`src/rtl/param_fetch_stage.sv`:
```
// Instruction-fetch stage with a direct-mapped instruction cache and a line-refill FSM.
// Delivers one instruction per cycle on hits and refills whole lines over a req/valid handshake.
module param_fetch_stage #(
  parameter int                ADDR_W     = 16,
  parameter int                INSTR_W    = 16,
  parameter int                LINE_WORDS = 4,
  parameter int                NUM_LINES  = 8,
  parameter logic [ADDR_W-1:0] RESET_PC   = '0
) (
  input  logic                          clk,
  input  logic                          rst,
  input  logic                          stall,
  input  logic                          PC_src,
  input  logic [ADDR_W-1:0]             branch_target,
  output logic                          mem_req,
  output logic [ADDR_W-1:0]             mem_addr,
  input  logic                          mem_valid,
  input  logic [INSTR_W*LINE_WORDS-1:0] mem_line,
  output logic [INSTR_W-1:0]            instr_fetch_out,
  output logic [ADDR_W-1:0]             instr_pc,
  output logic                          instr_valid,
  output logic                          hit_fetch_out
);

  localparam int OFF_W  = $clog2(LINE_WORDS);
  localparam int IDX_W  = $clog2(NUM_LINES);
  localparam int TAG_W  = ADDR_W - IDX_W - OFF_W;
  localparam int LINE_W = INSTR_W * LINE_WORDS;

  typedef enum logic {
    RUN,
    REFILL
  } state_t;

  state_t state, state_next;

  logic [ADDR_W-1:0]  pc;
  logic [NUM_LINES-1:0] line_valid;
  logic [TAG_W-1:0]   line_tag  [NUM_LINES];
  logic [LINE_W-1:0]  line_data [NUM_LINES];

  logic [OFF_W-1:0]   pc_off;
  logic [IDX_W-1:0]   pc_idx;
  logic [TAG_W-1:0]   pc_tag;
  logic [IDX_W-1:0]   fill_idx;
  logic [TAG_W-1:0]   fill_tag;
  logic [INSTR_W-1:0] hit_word;
  logic               refill_done;

  assign pc_off   = pc[OFF_W-1:0];
  assign pc_idx   = pc[OFF_W +: IDX_W];
  assign pc_tag   = pc[ADDR_W-1 -: TAG_W];
  assign fill_idx = mem_addr[OFF_W +: IDX_W];
  assign fill_tag = mem_addr[ADDR_W-1 -: TAG_W];

  assign hit_fetch_out = (state == RUN) && line_valid[pc_idx] && (line_tag[pc_idx] == pc_tag);
  assign refill_done   = (state == REFILL) && mem_valid;

  always_comb begin
    hit_word = '0;
    for (int k = 0; k < LINE_WORDS; k++) begin
      if (pc_off == OFF_W'(k)) begin
        hit_word = line_data[pc_idx][k*INSTR_W +: INSTR_W];
      end
    end
  end

  always_ff @(posedge clk) begin
    if (rst) begin
      state <= RUN;
    end else begin
      state <= state_next;
    end
  end

  // A refill is only launched when neither redirect nor stall claims the cycle.
  always_comb begin
    state_next = state;
    case (state)
      RUN:     if (!PC_src && !stall && !hit_fetch_out) state_next = REFILL;
      REFILL:  if (mem_valid) state_next = RUN;
      default: state_next = RUN;
    endcase
  end

  always_ff @(posedge clk) begin
    if (rst) begin
      pc              <= RESET_PC;
      line_valid      <= '0;
      mem_req         <= 1'b0;
      mem_addr        <= '0;
      instr_valid     <= 1'b0;
      instr_fetch_out <= '0;
      instr_pc        <= '0;
    end else if (state == RUN) begin
      if (PC_src) begin
        pc          <= branch_target;
        instr_valid <= 1'b0;
      end else if (!stall) begin
        if (hit_fetch_out) begin
          instr_fetch_out <= hit_word;
          instr_pc        <= pc;
          instr_valid     <= 1'b1;
          pc              <= pc + ADDR_W'(1);
        end else begin
          instr_valid <= 1'b0;
          mem_addr    <= {pc[ADDR_W-1:OFF_W], {OFF_W{1'b0}}};
          mem_req     <= 1'b1;
        end
      end
    end else begin
      // A redirect mid-refill still lets the outstanding line land; the next lookup uses the new pc.
      if (PC_src) begin
        pc <= branch_target;
      end
      if (mem_valid) begin
        line_valid[fill_idx] <= 1'b1;
        mem_req              <= 1'b0;
      end
    end
  end

  always_ff @(posedge clk) begin
    if (!rst && refill_done) begin
      line_data[fill_idx] <= mem_line;
      line_tag[fill_idx]  <= fill_tag;
    end
  end

endmodule

```
`config.mk`:
```
export PLATFORM = sky130hd
export DESIGN_NAME = param_fetch_stage
export DESIGN_NICKNAME = d
export VERILOG_FILES = /design/src/rtl/param_fetch_stage.sv
export SDC_FILE = /design/constraint.sdc
export NUM_CORES = 1
export LEC_CHECK = 0
export BUFFER_PORTS_ARGS = -buffer_cell sky130_fd_sc_hd__buf_2
export CORE_MARGIN = 2
export CORE_UTILIZATION = 60
export CTS_CLUSTER_SIZE = 30
export DETAILED_ROUTE_END_ITERATION = 10
export GPL_ROUTABILITY_DRIVEN = 0
export PLACE_DENSITY = 0.75
export SLEW_MARGIN = 0
export SYNTH_ARGS = -nofsm -noshare
export SYNTH_HDL_FRONTEND = slang
export SYNTH_SLANG_ARGS = --single-unit
```
`constraint.sdc`:
```
create_clock -name clk -period 9.02 [get_ports clk]
set_input_delay 0.902 -clock clk [delete_from_list [all_inputs] [get_ports clk]]
set_output_delay 0.902 -clock clk [all_outputs]
set_load 0.01 [all_outputs]
```
==> impl_metrics.toml <==
[timing]
fmax_mhz = 196
worst_pin_slew_ns = 1.21
rsz0062_at_grt = "false"
hold_viol = 0
slew_viol_final = 0
finalCritPeriodShare_pct = 56.6
slew_headroom_pct = 19.1
holdWs_ns = 0.452
fin_setup_tns_ns = 0
finClkSkew_ns = 0.0232
min_period_ns = 5.10
setup_viol = 0

[detailed_routing]
wl_microns = 55100
wl_met2_microns = 27500
via_count = 13300
drtIter0Drc = 1365
firstDrtPassIters = 5
met3WireLength_microns = 4720
ant_nets = 0
wl_met1_microns = 21900
viasPerCell = 6.24
avgRoutedWirePerCell_microns = 25.9
drc = 0
top_layer_used = "met5"

[synthesis]
ys_seq_area_share_pct = 74.2
synth_cell_types = 53
ys_warn_count = 0
synth_largest_area_cell = "edfxtp_1"
synthMostInstantiatedCell = "edfxtp_1"
synth_area_sq_mm = 0.0263
ys_ff_latch = 676
netlist_instances = 1340
synth_top_area_share_pct = 68.4
yosys-top-cells-count = "edfxtp_1 (600), mux4_2 (142), mux2i_1 (103)"
synth-edff-count = 600
synth.area.top_cells = "edfxtp_1 (68%), mux4_2 (12%), dfxtp_1 (5.8%), mux2i_1 (3.9%), mux2_2 (1.6%)"
synthFlopType = "edfxtp_1"
synth_area_per_cell_sq_um = 19.7
async_flop_share_pct = 0

[global_routing]
gr-usage-all-layers_pct = 24.7
grt_pass1_vias = 13500
grt_pass1_wl_microns = 82500
grt-ovfl-total = 0
antenna_found_initial = 12
grt_start_max_net_pins = 65

[critical_path]
cp_num_buf_inv = 2
endpoint_kind = "output port"
cp.required_ns = 8.12
rrSetupSlack_ns = 4.23
worstPathCellList = "buf_4 -> mux4_2 -> mux2i_1 -> xor2_1 -> nand4_1 -> nor3_1 -> and2_1 -> buf_2"
critical-path-top-delay-family = "buffers and inverters"
setup.worst_path.class = "reg -> out"
slowest_stage = "buf_4"
crit_path_start_kind = "flop"
reg2regPathDepth = 9
worstPathArrival_ns = 4.20
cpPeakStageDelay_ns = 0.88
worstPathMaxFanout = 52
r2r_end = "instr_fetch_out[14]"

[clocking]
clk_pin_slew_worst_paths_ns = 0.06
hold_buffers = 0
clockBufferDepth = 3
clock_tree.root_cell = "clkbuf_16"
htree_num_levels = 3
cts-buffers-inserted = 68
post_cts_buffers = 0
cts_tree = "built"
cts_resized = 0
clock-sinks = 676
insertion_delay_ns = 0.60

[placement]
numPortBuffers = 133
dpl.hpwl_microns = 30000
placed_area_sq_mm = 0.0276
place_inst = 1997

[layout]
final_util_pct = 68.7
n_fill_cell = 2773
design_area_sq_mm = 0.0296
area.growth.synth_to_final_pct = 12.5
instances_no_fill = 2126
final_nets = 1571
layout-drive-gt1-share_pct = 28.7

[power]
ir_worst_vdd_mv = 0.221
p_per_area_mw_per_mm2 = 217
p_switching_mw = 1.34
p_leak_nw = 10.0
clkPwrFrac_pct = 41.2
swShare_pct = 20.9
internal_power_mw = 5.08
combPwrFrac_pct = 5.1
seq_power_share_pct = 53.7

[die]
die_h_microns = 214
fp.coreArea_sq_mm = 0.0432
die_x_microns = 214
num_io_pins = 136
die_area_sq_mm = 0.0456
initial_utilization_pct = 61.0
num_rows = 76

[min_path]
hold_path.class = "reg -> reg"
whs_endpoint = "line_valid[2]"
hold_depth = 1
hp-start = "line_valid[2]"

[run]
maxCapViolations = 0

[outcome]
status = "completed"
-- area by class of cell --
class	instances	area, sq um	share of cell area, %
sequential	676	19600	66.0
multi-input combinational	566	6400	21.6
clock buffer	97	1840	6.21
timing repair buffer	154	823	2.78
tap	585	732	2.47
clock inverter	26	219	0.739
inverter	16	60.1	0.203
antenna	6	15.0	0.0507
-- layout by cell type, fill, tap and decap left out, types with 4 or more instances in the layout --
master and n:
ha_1 4, inv_6 6, nand4_1 4, a22o_1 19, mux2_2 37, a2111oi_0 6
mux2i_1 103, buf_2 133, nor2_4 7, nand3_1 15, inv_1 15, a32o_1 4
clkbuf_16 69, nor2b_1 4, xor2_1 7, nand2b_1 5, a21oi_1 42, a21o_1 10
dfxtp_1 73, o21ai_0 26, a221oi_1 5, diode_2 6, mux4_2 142, clkbuf_1 27
nor2_1 62, edfxtp_1 600, buf_4 21, nand2_1 14, clkinv_1 7, nor3_1 7
clkinv_2 10
-- through the flow --
step	setup WS, ns	total power, mW
global route	3.56	6.61
CTS	3.80	6.46
floorplan	1.79	3.72
detailed placement	4.17	3.84
global placement	4.22	3.83
finish	3.92	6.42
-- power groups by stage --
stage | clock network [mW] | registers (mW) | logic (mW)
floorplan | 0 | 3.49 | 0.235
global placement | 0 | 3.51 | 0.323
detailed placement | 0 | 3.51 | 0.331
CTS | 2.68 | 3.45 | 0.333
global route | 2.80 | 3.45 | 0.355
finish | 2.64 | 3.44 | 0.329
-- how the worst max path moves through the flow --
stage               startpoint  depth (start not counted)  slack [ns]                   to
floorplan                  rst                          3        1.79      line_data[0][0]
finish                    flop                          8        3.92        hit_fetch_out
global placement          flop                          9        4.22  instr_fetch_out[13]
CTS                       flop                          8        3.80        hit_fetch_out
detailed placement        flop                          9        4.17         instr_pc[13]
global route              flop                          8        3.56        hit_fetch_out
-- kinds of logic (layout without fill, tap and decap cells) --
logic type	after synthesis	after routing	share of synthesized area (%)
buf+inv	99	293	1.76
fa+ha+maj	4	4	0.190
mux	283	283	17.7
flops	676	676	74.2
compound gates	132	132	3.46
simple gates	136	136	2.41
other cells	1	8	0.0142
xor+xnor	9	9	0.299
-- registers in the layout (all words and copies together), names as in the netlist, named ones only --
| name | flops |
|---|---|
| state | 1 |
| instr_valid | 1 |
| mem_addr | 14 |
| line_tag | 88 |
| line_valid | 8 |
| mem_req | 1 |
| pc | 16 |
| instr_fetch_out | 16 |
| instr_pc | 16 |
| line_data | 512 |
-- layer usage --
layer | GRT usage (%) | vias to the layer above
met4 | 6.82 | 14
li1 | - | 5747
met1 | 34.0 | 6879
met5 | 0 | -
met3 | 6.03 | 80
met2 | 40.3 | 551
Note: power is estimated with default switching activity, not from simulation.
